### config.mk
export PLATFORM = sky130hd
export DESIGN_NAME = mem_stage
export DESIGN_NICKNAME = d
export VERILOG_FILES = /design/src/rtl/mem_stage_pkg.sv /design/src/rtl/mem_stage_load_align.sv /design/src/rtl/mem_stage.sv
export SDC_FILE = /design/constraint.sdc
export NUM_CORES = 1
export LEC_CHECK = 0
export BUFFER_PORTS_ARGS = -buffer_cell sky130_fd_sc_hd__buf_4
export CORE_AREA = 5 5 157 159
export CTS_CLUSTER_DIAMETER = 30
export DETAILED_ROUTE_END_ITERATION = 10
export DIE_AREA = 0 0 162 164
export HOLD_SLACK_MARGIN = 0.05
export PLACE_DENSITY = 0.75
export SLEW_MARGIN = 20
export SYNTH_ARGS = -nofsm -noshare
export SYNTH_HDL_FRONTEND = slang
export SYNTH_SLANG_ARGS = --single-unit
### constraint.sdc
create_clock -name clk -period 4.6 [get_ports clk]
set_input_delay 1.38 -clock clk [delete_from_list [all_inputs] [get_ports clk]]
set_output_delay 1.38 -clock clk [all_outputs]
set_load 0.02 [all_outputs]
### src/rtl/mem_stage_pkg.sv
// Shared definitions for the MEM stage: bus widths, EXE->MEM field offsets
// and a helper that unpacks the EXE->MEM payload into named fields.
package mem_stage_pkg;

    localparam int ES_BUS_W  = 172;
    localparam int MS_BUS_W  = 118;
    localparam int DISC_W    = 2;

    // EXE->MEM field offsets
    localparam int ES_RESULT_LSB = 0;
    localparam int ES_PC_LSB     = 32;
    localparam int ES_DEST_LSB   = 64;
    localparam int ES_GRWE_LSB   = 69;
    localparam int ES_LOAD_OP    = 73;
    localparam int ES_MEM_WE     = 74;
    localparam int ES_BYTE       = 75;
    localparam int ES_HALF       = 76;
    localparam int ES_WORD       = 77;
    localparam int ES_WL         = 78;
    localparam int ES_WR         = 79;
    localparam int ES_LOAD_U     = 80;
    localparam int ES_EXT        = 81;
    // Exception info forwarded to WB starts at the ext flag itself
    localparam int ES_INFO_LSB   = 81;
    localparam int MS_INFO_W     = 45;

    typedef struct packed {
        logic        ext;
        logic        load_u;
        logic        ld_wr;
        logic        ld_wl;
        logic        ld_word;
        logic        ld_half;
        logic        ld_byte;
        logic        mem_we;
        logic        load_op;
        logic [3:0]  gr_we;
        logic [4:0]  dest;
        logic [31:0] pc;
        logic [31:0] result;
    } es_fields_t;

    function automatic es_fields_t unpack_es(input logic [ES_BUS_W-1:0] bus);
        es_fields_t f;
        f.result  = bus[ES_RESULT_LSB +: 32];
        f.pc      = bus[ES_PC_LSB +: 32];
        f.dest    = bus[ES_DEST_LSB +: 5];
        f.gr_we   = bus[ES_GRWE_LSB +: 4];
        f.load_op = bus[ES_LOAD_OP];
        f.mem_we  = bus[ES_MEM_WE];
        f.ld_byte = bus[ES_BYTE];
        f.ld_half = bus[ES_HALF];
        f.ld_word = bus[ES_WORD];
        f.ld_wl   = bus[ES_WL];
        f.ld_wr   = bus[ES_WR];
        f.load_u  = bus[ES_LOAD_U];
        f.ext     = bus[ES_EXT];
        return f;
    endfunction

endpackage

### src/rtl/mem_stage_load_align.sv
// Load data alignment: picks/extends bytes and halfwords, shifts for lwl/lwr.
module mem_stage_load_align
    import mem_stage_pkg::*;
(
    input  logic [31:0] i_rdata,
    input  logic [1:0]  i_off,
    input  logic        i_byte,
    input  logic        i_half,
    input  logic        i_wl,
    input  logic        i_wr,
    input  logic        i_load_u,
    output logic [31:0] o_aligned
);

    logic [31:0] w_shr;
    logic [15:0] w_half;

    // Select and extend the addressed part of the response word
    always_comb begin
        w_shr  = i_rdata >> {i_off, 3'b000};
        w_half = i_off[1] ? i_rdata[31:16] : i_rdata[15:0];
        if (i_byte) begin
            o_aligned = {{24{w_shr[7] & ~i_load_u}}, w_shr[7:0]};
        end else if (i_half) begin
            o_aligned = {{16{w_half[15] & ~i_load_u}}, w_half};
        end else if (i_wl) begin
            // 3 - off == ~off for a 2-bit offset
            o_aligned = i_rdata << {~i_off, 3'b000};
        end else if (i_wr) begin
            o_aligned = w_shr;
        end else begin
            o_aligned = i_rdata;
        end
    end

endmodule

### src/rtl/mem_stage.sv
// MEM pipeline stage: waits for data responses, aligns load data, forwards
// results and drops responses owed to flushed requests.
module mem_stage
    import mem_stage_pkg::*;
#(
    parameter int ES_TO_MS_BUS_WD = ES_BUS_W,
    parameter int MS_TO_WS_BUS_WD = MS_BUS_W,
    parameter int DISCARD_W       = DISC_W
)(
    input  logic                       clk,
    input  logic                       reset,
    input  logic                       ws_allowin,
    output logic                       ms_allowin,
    input  logic                       es_to_ms_valid,
    input  logic [ES_TO_MS_BUS_WD-1:0] es_to_ms_bus,
    input  logic                       ws_flush,
    input  logic                       es_req_pending,
    input  logic                       data_sram_data_ok,
    input  logic [31:0]                data_sram_rdata,
    output logic                       ms_to_ws_valid,
    output logic [MS_TO_WS_BUS_WD-1:0] ms_to_ws_bus,
    output logic [41:0]                ms_forward_bus,
    output logic [33:0]                ms_to_es_bus
);

    logic                       r_ms_valid;
    logic [ES_TO_MS_BUS_WD-1:0] r_bus;
    logic                       r_data_ok_seen;
    logic [31:0]                r_rdata_buf;
    logic [DISCARD_W-1:0]       r_discard_cnt;

    es_fields_t      w_es;
    logic            w_owned;
    logic            w_need_data;
    logic            w_ready_go;
    logic            w_leave;
    logic            w_is_load;
    logic [31:0]     w_load_data;
    logic [31:0]     w_aligned;
    logic [31:0]     w_final;
    logic [DISCARD_W:0]   w_cnt_sum;
    logic [DISCARD_W-1:0] w_cnt_next;
    logic            w_unused_ok;

    assign w_es        = unpack_es(r_bus);
    assign w_owned     = data_sram_data_ok & (r_discard_cnt == {DISCARD_W{1'b0}});
    assign w_need_data = r_ms_valid & (w_es.load_op | w_es.mem_we) & ~w_es.ext;
    assign w_ready_go  = ~w_need_data | r_data_ok_seen | w_owned;
    assign w_leave     = r_ms_valid & w_ready_go & ws_allowin;
    assign w_is_load   = r_ms_valid & w_es.load_op & ~w_es.ext;
    assign w_load_data = r_data_ok_seen ? r_rdata_buf : data_sram_rdata;
    assign w_final     = (w_es.load_op & ~w_es.ext) ? w_aligned : w_es.result;
    assign w_unused_ok = ^{r_bus[ES_TO_MS_BUS_WD-1:ES_INFO_LSB+MS_INFO_W], w_es.ld_word};

    mem_stage_load_align u_load_align (
        .i_rdata   (w_load_data),
        .i_off     (w_es.result[1:0]),
        .i_byte    (w_es.ld_byte),
        .i_half    (w_es.ld_half),
        .i_wl      (w_es.ld_wl),
        .i_wr      (w_es.ld_wr),
        .i_load_u  (w_es.load_u),
        .o_aligned (w_aligned)
    );

    // Orphan-response counter: flush adds the lost responses, a dropped response removes one
    always_comb begin
        w_cnt_sum = {1'b0, r_discard_cnt};
        if (ws_flush) begin
            w_cnt_sum = w_cnt_sum
                      + {{DISCARD_W{1'b0}}, (w_need_data & ~r_data_ok_seen & ~w_owned)}
                      + {{DISCARD_W{1'b0}}, es_req_pending};
        end else begin
            w_cnt_sum = w_cnt_sum;
        end
        if (data_sram_data_ok & ~w_owned) begin
            w_cnt_sum = w_cnt_sum - {{DISCARD_W{1'b0}}, 1'b1};
        end else begin
            w_cnt_sum = w_cnt_sum;
        end
        if (w_cnt_sum > {1'b0, {DISCARD_W{1'b1}}}) begin
            w_cnt_next = {DISCARD_W{1'b1}};
        end else begin
            w_cnt_next = w_cnt_sum[DISCARD_W-1:0];
        end
    end

    // Stage valid, payload, response buffer and discard counter
    always_ff @(posedge clk) begin
        if (reset) begin
            r_ms_valid     <= 1'b0;
            r_bus          <= {ES_TO_MS_BUS_WD{1'b0}};
            r_data_ok_seen <= 1'b0;
            r_rdata_buf    <= 32'h0000_0000;
            r_discard_cnt  <= {DISCARD_W{1'b0}};
        end else begin
            if (ws_flush) begin
                r_ms_valid <= 1'b0;
            end else if (ms_allowin) begin
                r_ms_valid <= es_to_ms_valid;
            end else begin
                r_ms_valid <= r_ms_valid;
            end
            if (es_to_ms_valid & ms_allowin) begin
                r_bus <= es_to_ms_bus;
            end else begin
                r_bus <= r_bus;
            end
            // Hold an early response until WB can take the instruction
            if (ws_flush | w_leave) begin
                r_data_ok_seen <= 1'b0;
                r_rdata_buf    <= 32'h0000_0000;
            end else if (w_owned & r_ms_valid & ~(w_ready_go & ws_allowin)) begin
                r_data_ok_seen <= 1'b1;
                r_rdata_buf    <= data_sram_rdata;
            end else begin
                r_data_ok_seen <= r_data_ok_seen;
                r_rdata_buf    <= r_rdata_buf;
            end
            r_discard_cnt <= w_cnt_next;
        end
    end

    assign ms_allowin     = ~r_ms_valid | (w_ready_go & ws_allowin);
    assign ms_to_ws_valid = r_ms_valid & w_ready_go;
    assign ms_to_ws_bus   = {w_es.gr_we, w_es.dest, w_final, w_es.pc,
                             r_bus[ES_INFO_LSB +: MS_INFO_W]};
    assign ms_forward_bus = {w_is_load & ~w_ready_go, {4{r_ms_valid}} & w_es.gr_we,
                             w_es.dest, w_final};
    assign ms_to_es_bus   = {ws_flush, w_is_load, w_es.result};

endmodule

## Word level (Yosys, flattened, before mapping)

Index checks and enable logic that the tools add are counted.

- $add $sub $neg: 3
- Order comparisons: 1
- Shift operators: 2
- Muxes and demuxes: 10
- Bitwise logic cells: 33
- Reduce and logical (&&, ||, !) cells: 3

Operator list:

| cell | number |
|---|---|
| $mux 32 | 6 |
| $shl 32x5->32 | 1 |
| $shr 32x5->32 | 1 |
| $and 1x1->1 | 18 |
| $mux 16 | 1 |
| $not 1->1 | 8 |
| $mux 3 | 2 |
| $or 1x1->1 | 5 |
| $and 4x4->4 | 1 |
| $reduce_or 2->1 | 2 |
| $add 2x1->3 | 1 |
| $add 3x1->3 | 1 |
| $gt 3x2->1 const B | 1 |
| $sub 3x1->3 const B | 1 |
| $logic_not 2->1 | 1 |
| $mux 2 | 1 |
| $not 2->2 | 1 |

- Register bits: 162
- Input port bits: 211
- Output and inout bits: 196
- Logic and storage cells: 57

## Logic depth before layout (Yosys ltp)

Gate-level depths: netlist of the first run.

- Depth after elaboration: 12
- Depth in mapped cells: 10
- Depth with buffers taken out: 10

## Modules after synthesis

Synthesis of the first run repeated with hierarchy kept, for this count alone.

- Cells, all modules: 1216
- Area total of the unflattened synthesis: 10565.1 µm²

Modules (own cells, without submodules):

| module | instances | cells an instance | area an instance (µm²) | seq. area each (µm²) |
|---|---|---|---|---|
| mem_stage | 1 | 950 | 8889.8 | 3223.1 |
| mem_stage_load_align | 1 | 266 | 1675.4 | 0.0 |

## Worst setup path before layout of the first run

Ideal clock, no wire load.

- Path kind: in2out
- Start point: input port data_sram_rdata[15]
- End point: output port ms_to_ws_bus[90]
- Data arrival time: 2.743 ns
- Required time: 3.220 ns
- Path slack: 0.477 ns
- Stages: 6
- Buffers on the path: 2
- Cells stage by stage: mux2i_1 -> a22oi_1 -> a41o_1 -> buf_2 -> o32a_1 -> buf_4

- Cells in the longest elaborated chain, start to end: 5

RTL lines:

| element | line | text |
|---|---|---|
| start: declaration | mem_stage.sv:19 | `input logic [31:0] data_sram_rdata,` |
| $mux 32 | mem_stage.sv:51 | `assign w_load_data = r_data_ok_seen ? r_rdata_buf : data_sram_rdata;` |
| $shr 32x5->32 | mem_stage_load_align.sv:20 | `w_shr = i_rdata >> {i_off, 3'b000};` |
| $and 1x1->1 | mem_stage_load_align.sv:23 | `o_aligned = {{24{w_shr[7] & ~i_load_u}}, w_shr[7:0]};` |
| $mux 32 | mem_stage_load_align.sv:22 | `if (i_byte) begin` |
| $mux 32 | mem_stage.sv:52 | `assign w_final = (w_es.load_op & ~w_es.ext) ? w_aligned : w_es.result;` |
| end: declaration | mem_stage.sv:21 | `output logic [MS_TO_WS_BUS_WD-1:0] ms_to_ws_bus,` |

Every way passes these cells.

## Worst setup path in the final report of the first run

- Start point: register r_bus[1]
- End point: output port ms_to_ws_bus[85]

- Cells in the longest elaborated chain, start to end: 6
- Elaborated cells between the ends (all ways): 10
- Classes of those cells: 2 x shift; 6 x mux; 2 x bitwise

RTL lines:

| element | line | text |
|---|---|---|
| start: declaration | mem_stage.sv:27 | `logic [ES_TO_MS_BUS_WD-1:0] r_bus;` |
| start signal: assignment | mem_stage.sv:92 | `r_bus <= {ES_TO_MS_BUS_WD{1'b0}};` |
| start signal: assignment | mem_stage.sv:105 | `r_bus <= es_to_ms_bus;` |
| start signal: assignment | mem_stage.sv:107 | `r_bus <= r_bus;` |
| $shr 32x5->32 or $not 2->2 (tied branches) | mem_stage_load_align.sv:20, mem_stage_load_align.sv:28 |  |
| $mux 32 or $shl 32x5->32 (tied branches) | mem_stage_load_align.sv:29, mem_stage_load_align.sv:28 |  |
| $mux 32 | mem_stage_load_align.sv:26 | `end else if (i_wl) begin` |
| $mux 32 | mem_stage_load_align.sv:24 | `end else if (i_half) begin` |
| $mux 32 * | mem_stage_load_align.sv:22 |  |
| $mux 32 * | mem_stage.sv:52 |  |

Mark *: on every way between the ends. The rest lies on a longest branch, timed or not.

==> results of run 1 <==
tightest hold or removal path, delay by kind of cell (launching register included):
kind	cells	cell delay, ns
simple gates	1	0.06
flops	1	0.34
compound gates	1	0.05
cell usage after synthesis, types with 5 or more instances:
master	n	share of area
a21oi_2	30	0.026
o221ai_1	8	0.0070
mux2_2	11	0.012
mux2_1	21	0.023
o21ai_0	16	0.0080
nor2b_1	5	0.0031
inv_1	17	0.0063
nand2_1	89	0.033
buf_4	170	0.13
buf_2	6	0.0030
o22ai_1	21	0.013
o21ai_1	7	0.0035
o211ai_1	7	0.0052
o32a_1	7	0.0070
a221oi_1	7	0.0061
a21oi_1	42	0.021
and2_1	7	0.0043
mux2i_1	168	0.17
a211oi_1	8	0.0060
mux2_4	5	0.0075
mux4_2	10	0.022
a221o_1	8	0.0080
buf_1	6	0.0022
dfxtp_1	161	0.32
buf_6	14	0.016
nand2b_1	7	0.0043
a22oi_1	9	0.0067
o22a_1	17	0.015
clkbuf_1	36	0.013
a222oi_1	7	0.0070
nor2_1	146	0.054
cell usage in the layout (no fill, tap or decap), types with 8 or more instances in the layout:
cell and instances:
buf_4 378, mux2i_1 168, dfxtp_1 158, nor2_1 146
nand2_1 89, a21oi_1 41, a21oi_2 30, mux2_1 21
o22ai_1 21, inv_1 17, o22a_1 17, clkbuf_16 17
o21ai_0 16, mux2_2 11, mux4_2 10, a22oi_1 9
o221ai_1 8, a211oi_1 8, a221o_1 8
worst paths after layout:
path                                         end       startpoint  slack [ns]  depth (start not counted)
worst min-delay path             r_rdata_buf[31]  r_rdata_buf[31]        0.49                          2
worst max register to register  r_discard_cnt[0]   r_data_ok_seen        1.80                          9
worst max-delay path            ms_to_ws_bus[85]         r_bus[1]        0.24                          6
worst min register to register   r_rdata_buf[31]  r_rdata_buf[31]        0.49                          2
cells by family (layout without fill, tap and decap cells):
kind of cell / after synthesis / count (layout) / share of synthesized area
XOR/XNOR: 1 / 1 / 0.000870
AND/OR/NAND/NOR: 275 / 275 / 0.117
flip-flops: 161 / 161 / 0.320
buffers and inverters: 254 / 431 / 0.174
multiplexers: 215 / 215 / 0.233
AO/OA/AOI/OAI: 207 / 207 / 0.152
adder cells (fa/ha/maj): 3 / 3 / 0.00447
through the flow:
| step | total power, mW | hold WS (ns) |
|---|---|---|
| 2_1_floorplan | 2.28 | 0.455 |
| 3_3_place_gp | 2.58 | 0.474 |
| 3_5_place_dp | 2.60 | 0.480 |
| 4_1_cts | 4.16 | 0.490 |
| 5_1_grt | 4.30 | 0.520 |
| 6_report | 4.11 | 0.491 |
layout make-up:
class / count / area (um^2) / area share
Multi-Input combinational cell: 701 / 5110 / 0.416
Timing Repair Buffer: 381 / 2900 / 0.236
Sequential cell: 161 / 3230 / 0.262
Clock buffer: 17 / 425 / 0.0346
Clock inverter: 15 / 208 / 0.0169
Tap cell: 290 / 363 / 0.0295
Inverter: 18 / 67.6 / 0.00549
state kept, by name, summed over array words and instances, names as in the netlist:
register and flops:
r_bus 125, r_rdata_buf 32, r_ms_valid 1, r_discard_cnt 2, r_data_ok_seen 1
layer usage:
| metal | routed length (um) | up-vias | global-route usage |
|---|---|---|---|
| met3 | 2960 | 73 | 0.0775 |
| met2 | 16600 | 437 | 0.415 |
| met1 | 12100 | 4142 | 0.265 |
| met4 | 1260 | 0 | 0.101 |
| li1 | - | 4094 | - |
| met5 | 0 | - | 0 |
power by group through the flow:
stage          Clock, mW  Combinational [mW]  Sequential [mW]
4_1_cts             1.59                1.03             1.54
3_5_place_dp           0                1.02             1.58
6_report            1.55                1.02             1.54
5_1_grt             1.65                1.09             1.56
2_1_floorplan          0               0.744             1.54
3_3_place_gp           0                1.01             1.57
==> results.cfg, run 1 <==
[outcome]
status = complete, no violations

[clock_network]
clockBufferDepth = 2
cts_tree = built
cts_root_buf = clkbuf_16
cts_setup_buffers = 0
cts.clk_slew.worst_paths_ns = 0.08
hold_buffers = 0
cts.sinks = 161
h-tree-depth = 4
post_cts_resized = 0
cts_buffers = 17
insertion_delay_ns = 0.44

[die]
initial_utilization = 0.436
fp.coreArea_um2 = 23100
die_x_um = 162
fp.dieH_um = 164
dieArea_um2 = 26600
ios = 407
rows = 56

[worst_setup_path]
critPathKind = register to primary output
worstPathArrival_ns = 2.98
cp_data_required_time_ns = 3.22
end_kind = primary output
startpoint_type = register
path_cells = buf_4 > mux2_2 > o21ai_1 > o22ai_1 > o32a_1 > buf_4
max_stage_delay_ns = 0.91
critPathSlowestCell = dfxtp_2
cp_max_fo = 31
cp_common_cell = buf_4
critical_path.top_delay_family = flip-flops
path_buf_inv = 2

[timing]
period_share = 0.947
fin_skew_ns = 0.0191
layout_setup_ws_ns = 0.244
setup_viol = 0
slew_headroom = 0.308
finalCriticalPeriod_ns = 4.36
max_freq_mhz = 230
worst_slew_pin_slew_ns = 1.04
timing.final.hold_violations = 0
setup_tns_ns = 0
slew_viol_final = 0
rsz0062_at_grt = no

[routing]
wl_per_cell_um = 20.8
vias = 8746
vias_per_cell = 5.52
remaining_drc_errors = 0
wl_mm = 32.9
drt_iter0_drc = 703
postRouteAntennaNets = 0
drtPass1Iterations = 7

[finish]
fin_util = 0.532
final_cells = 1583
synthToLayoutAreaGrowth_pct = 22.1
final_cell_area_um2 = 12300
final_layout_size_suffix_gt1_frac = 0.377
fillCellCount = 2173
nets = 1494
antenna_cells = 0

[grt]
grt_max_degree = 64
grt_pass1_vias = 8688
grt_pass1_wl_mm = 49.3
track_usage = 0.237
overflow = 0
antenna_found_initial = 0

[placed_design]
place_area_um2 = 11700
hpwl_mm = 25.4
gp_congestion = 1.03
placedCellCount = 1551
pre_cts_ws_ns = 0.288
io_buffers = 359

[pwr]
p_leak_nw = 5.55
p_int_mw = 2.73
p_switching_mw = 1.38
swShare = 0.337
clkPwrFrac = 0.376
power_density_nw_per_um2 = 335
seq_power_share = 0.375
power_frac_comb = 0.249
peakVddDrop_mv = 0.193

[job]
drv_cap = 0

[hold_path]
hold_path.class = register to register

[logic_synthesis]
seq_area_frac_synth = 0.320
synth_edf_count = 0
synth_seq_cells = 161
ys_warn_count = 0
ys_async_sr_fraction = 0
avgSynthCellArea_um2 = 9.02
synth_nets = 1330
synthCells = 1116
syn_area_um2 = 10100
ys_types = 60
ys.flop_type = dfxtp_1
Note: power is estimated with default switching activity, not from simulation.
==> run 2, diff against run 1 <==
==> constraint.sdc (replaced) <==
create_clock -name clk -period 4.6 [get_ports clk]
set_input_delay 0.46 -clock clk [delete_from_list [all_inputs] [get_ports clk]]
set_output_delay 0.46 -clock clk [all_outputs]
set_load 0.02 [all_outputs]
==> results.cfg, run 2 (synthesis gave the netlist of run 1 again) <==
[worst_setup_path]
critical_path.top_delay_family = compound AO/OA/AOI/OAI gates
path_cells = inv_1 > a31oi_2 > nor2_1 > a211o_1 > a221o_1 > buf_4
reg2reg_to = r_discard_cnt[0]
critPathKind = register to primary output
end_kind = primary output
rr_startpoint = r_data_ok_seen
path_buf_inv = 2
startpoint_type = register
cp_data_required_time_ns = 4.14
critPathSlowestCell = dfxtp_1
r2r.worst_path.cells = 9
rrSetupSlack_ns = 1.71
cp_max_fo = 24
max_stage_delay_ns = 1.01
worstPathArrival_ns = 3.48

[finish]
fin_util = 0.530
final_layout_size_suffix_gt1_frac = 0.373
biggestRegsByFlops = r_bus x125, r_rdata_buf x32, r_discard_cnt x2
synthToLayoutAreaGrowth_pct = 21.8
top_register = r_bus
fillCellCount = 2169
final_cell_mix = buf_4 (370), mux2i_1 (168), dfxtp_1 (158)
nets = 1486
layout_commonest_cell = buf_4
antenna_cells = 0
largest_register_ffs = 125

[timing]
max_freq_mhz = 254
setup_viol = 0
setup_tns_ns = 0
slew_headroom = 0.205
period_share = 0.856
slew_viol_final = 0
holdWs_ns = 0.251
fin_skew_ns = 0.00942
worst_slew_pin_slew_ns = 1.18
timing.final.hold_violations = 0
finalCriticalPeriod_ns = 3.94
rsz0062_at_grt = no

[die]
dieArea_um2 = 26600
ios = 407
die_x_um = 162
rows = 56
initial_utilization = 0.436
fp.coreArea_um2 = 23100
fp.dieH_um = 164

[hold_path]
hold_path.class = input pin to register
min-delay-start = es_to_ms_bus[86]
hold_path_depth = 3
hold_end = r_bus[86]

[pwr]
power.total_mw = 4.12
peakVddDrop_mv = 0.224
power_density_nw_per_um2 = 336
p_leak_nw = 5.52

[routing]
vias = 8691
drtPass1Iterations = 9
remaining_drc_errors = 0
drt_iter0_drc = 873
vias_per_cell = 5.52
wl_per_cell_um = 21.1
postRouteAntennaNets = 0
wl_mm = 33.2

[clock_network]
cts.sinks = 161
cts_tree = built
cts.clk_slew.worst_paths_ns = 0.08
post_cts_resized = 0
hold_buffers = 0
cts_setup_buffers = 0
h-tree-depth = 4
cts_buffers = 17
cts_root_buf = clkbuf_16
insertion_delay_ns = 0.43
clockBufferDepth = 2

[placed_design]
hpwl_mm = 24.8
gp_congestion = 0.971
io_buffers = 359

[job]
drv_cap = 0

[outcome]
status = complete, no violations

[grt]
grt_max_degree = 84
antenna_found_initial = 0
grt_pass1_vias = 8729
grt_pass1_wl_mm = 50.3
overflow = 0
track_usage = 0.241
-- run 2: cell types whose count changed in the layout (fill, tap and decap cells not counted), sizes merged --
cell / delta
inv: -3
buf: -8
clkinv: +3
-- run 2: final cells by class --
type	count	area (um^2)	area share
Clock buffer	17	425	0.0347
Clock inverter	15	230	0.0188
Multi-Input combinational cell	701	5110	0.417
Tap cell	290	363	0.0296
Sequential cell	161	3230	0.263
Timing Repair Buffer	373	2840	0.231
Inverter	18	67.6	0.00551
-- run 2: metal layers --
metal / GRT usage / vias to the layer above / routed length (um)
li1: - / 4085 / -
met1: 0.278 / 4027 / 12400
met2: 0.410 / 489 / 16000
met3: 0.0780 / 90 / 3310
met4: 0.106 / 0 / 1490
met5: 0 / - / 0
-- run 2: power breakdown --
part,switching (mW),internal (mW)
sequential,0.0736,1.47
clock,0.741,0.807
combinational,0.568,0.460
-- run 2: worst min-delay path: cells and delay by family --
kind / cells / cell delay (ns)
AND/OR/NAND/NOR: 1 / 0.07
multiplexers: 1 / 0.05
buffers and inverters: 1 / 0.08
-- run 2: worst max path at each step --
stage / cells after the start / slack, ns / to / start
4_1_cts: 6 / 0.81 / ms_forward_bus[7] / r_bus[76]
6_report: 6 / 0.66 / ms_forward_bus[7] / r_bus[76]
3_5_place_dp: 6 / 1.31 / ms_forward_bus[7] / r_bus[76]
2_1_floorplan: 7 / 2.19 / ms_to_ws_bus[82] / r_bus[1]
5_1_grt: 6 / 0.67 / ms_forward_bus[7] / r_bus[76]
3_3_place_gp: 6 / 1.34 / ms_forward_bus[7] / r_bus[76]
-- run 2: through the flow --
step                worst slack (ns)  instances  area, um^2
global route                   0.673       1575       12300
floorplan                       2.19       1116       10100
global placement                1.34       1543       11600
CTS                            0.805       1575       12300
detailed placement              1.31       1543       11600
finish                         0.665       1575       12300
==> run 3, diff against run 2 <==
--- a/config.mk
+++ b/config.mk
@@ -5,13 +5,15 @@
 export SDC_FILE = /design/constraint.sdc
 export NUM_CORES = 1
 export LEC_CHECK = 0
+export ABC_AREA = 1
 export BUFFER_PORTS_ARGS = -buffer_cell sky130_fd_sc_hd__buf_4
-export CORE_AREA = 5 5 157 159
+export CORE_ASPECT_RATIO = 0.6
+export CORE_MARGIN = 5
+export CORE_UTILIZATION = 53
 export CTS_CLUSTER_DIAMETER = 30
 export DETAILED_ROUTE_END_ITERATION = 10
-export DIE_AREA = 0 0 162 164
 export HOLD_SLACK_MARGIN = 0.05
-export PLACE_DENSITY = 0.75
+export PLACE_DENSITY = 0.88
 export SLEW_MARGIN = 20
 export SYNTH_ARGS = -nofsm -noshare
 export SYNTH_HDL_FRONTEND = slang
==> results.cfg, run 3 <==
[pwr]
peakVddDrop_mv = 0.293
power.total_mw = 4.13
p_leak_nw = 5.86
power_density_nw_per_um2 = 346

[grt]
overflow = 0
grt_pass1_wl_mm = 48.9
grt_max_degree = 136
track_usage = 0.276
antenna_found_initial = 0
grt_pass1_vias = 9691

[worst_setup_path]
startpoint_type = register
critPathKind = register to primary output
path_buf_inv = 3
max_stage_delay_ns = 0.73
cp_common_cell = nand2_1
critPathSlowestCell = nor2_1
cp_max_fo = 26
worstPathArrival_ns = 3.32
cp_data_required_time_ns = 4.14
critical_path.top_delay_family = simple AND/OR/NAND/NOR gates
end_kind = primary output
path_cells = inv_1 > nor2_1 > nand3_1 > nand2_1 > inv_1 > nand2_1 > nand2_1 > nand2_1 > nand2_1 > a21oi_1 > buf_4

[logic_synthesis]
ys_types = 36
synth_top_area_frac = 0.324
avgSynthCellArea_um2 = 6.53
ys_async_sr_fraction = 0
synth_seq_cells = 161
ys_warn_count = 0
seq_area_frac_synth = 0.324
syn_area_um2 = 9960
ys.flop_type = dfxtp_1
synth_area_leader_cell = dfxtp_1
synth_area_leaders = dfxtp_1 (32%), nand2_1 (14%), buf_4 (12%)
synthTopCellsByCount = nand2_1 (373), nor2_1 (265), buf_4 (165)
synth_nets = 1739
synth_edf_count = 0
yosysMostFrequentCell = nand2_1
synthCells = 1525

[finish]
final_layout_size_suffix_gt1_frac = 0.275
final_cells = 1917
ff_latch_area_um2 = 3220
largest_register_ffs = 125
biggestRegsByFlops = r_bus x125, r_rdata_buf x32, r_discard_cnt x2
top_register = r_bus
final_cell_mix = nand2_1 (373), buf_4 (373), nor2_1 (264)
nets = 1880
synthToLayoutAreaGrowth_pct = 19.6
fillCellCount = 1649
antenna_cells = 0
multi_input_area_um2 = 4790

[routing]
wl_per_cell_um = 16.4
drtPass1Iterations = 5
vias_per_cell = 5.24
vias = 10044
wl_mm = 31.3
drt_iter0_drc = 966
postRouteAntennaNets = 0
remaining_drc_errors = 0

[timing]
timing.final.hold_violations = 0
slew_viol_final = 0
period_share = 0.821
setup_viol = 0
layout_setup_ws_ns = 0.823
max_freq_mhz = 265
holdWs_ns = 0.230
setup_tns_ns = 0
rsz0062_at_grt = no
slew_headroom = 0.263
finalCriticalPeriod_ns = 3.78
worst_slew_pin_slew_ns = 1.11
fin_skew_ns = 0.0126

[clock_network]
h-tree-depth = 4
cts.clk_slew.worst_paths_ns = 0.06
cts_root_buf = clkbuf_16
clockBufferDepth = 2
post_cts_resized = 0
hold_buffers = 0
insertion_delay_ns = 0.43
cts_tree = built
cts.sinks = 161
cts_buffers = 17
cts_setup_buffers = 0

[die]
ios = 407
fp.dieH_um = 116
rows = 38
dieArea_um2 = 21700
fp.coreArea_um2 = 18300
initial_utilization = 0.546
die_x_um = 187

[placed_design]
gp_congestion = 0.943
hpwl_mm = 23.2
pre_cts_ws_ns = 1.36
placedCellCount = 1887
io_buffers = 359

[hold_path]
hold_path.class = input pin to register

[outcome]
status = complete, no violations

[job]
drv_cap = 0
-- run 3: where the power goes --
group          total [mW]  switching (mW)  internal, mW  leakage, nW
Combinational        1.19           0.724         0.466         4.27
Clock                1.38           0.607         0.776        0.267
Sequential           1.55          0.0679          1.49         1.33
Total                4.13            1.40          2.73         5.86
-- run 3: path summary, 6_finish.rpt --
| check | startpoint | endpoint | slack, ns | depth (start not counted) |
|---|---|---|---|---|
| worst min register to register | r_rdata_buf[0] | r_rdata_buf[0] | 0.48 | 2 |
| worst max register to register | r_data_ok_seen | r_bus[121] | 1.55 | 9 |
| worst max-delay path | r_bus[78] | ms_forward_bus[23] | 0.82 | 11 |
| worst min-delay path | reset | r_discard_cnt[1] | 0.23 | 2 |
-- run 3: cell type report --
class / count / share of cell area
sequential: 161 / 0.271
clock buffer: 20 / 0.0383
clock inverter: 10 / 0.00872
inverter: 63 / 0.0201
multi-input combinational: 1050 / 0.402
timing repair buffer: 373 / 0.235
tap: 240 / 0.0252
-- run 3: cell families (layout without fill, tap and decap cells) --
logic type	Yosys count	count (layout)	synth area share
compound gates	267	267	0.152
xor+xnor	2	2	0.00176
fa+ha+maj	3	3	0.00452
buf+inv	314	466	0.196
flops	161	161	0.324
mux	2	2	0.00201
simple gates	776	776	0.320
-- run 3: routing by layer --
layer	global-route usage	vias up	wire, um
li1	-	4985	-
met1	0.325	4562	12400
met2	0.482	433	15100
met3	0.0947	64	3070
met4	0.0921	0	753
met5	0	-	0
-- run 3: metrics by stage --
stage / cell area (um^2) / util
after CTS: 11900 / 0.652
after floorplan: 9960 / -
after global routing: 11900 / 0.652
after global placement: 11400 / 0.622
after detailed placement: 11400 / 0.622
final: 11900 / 0.652
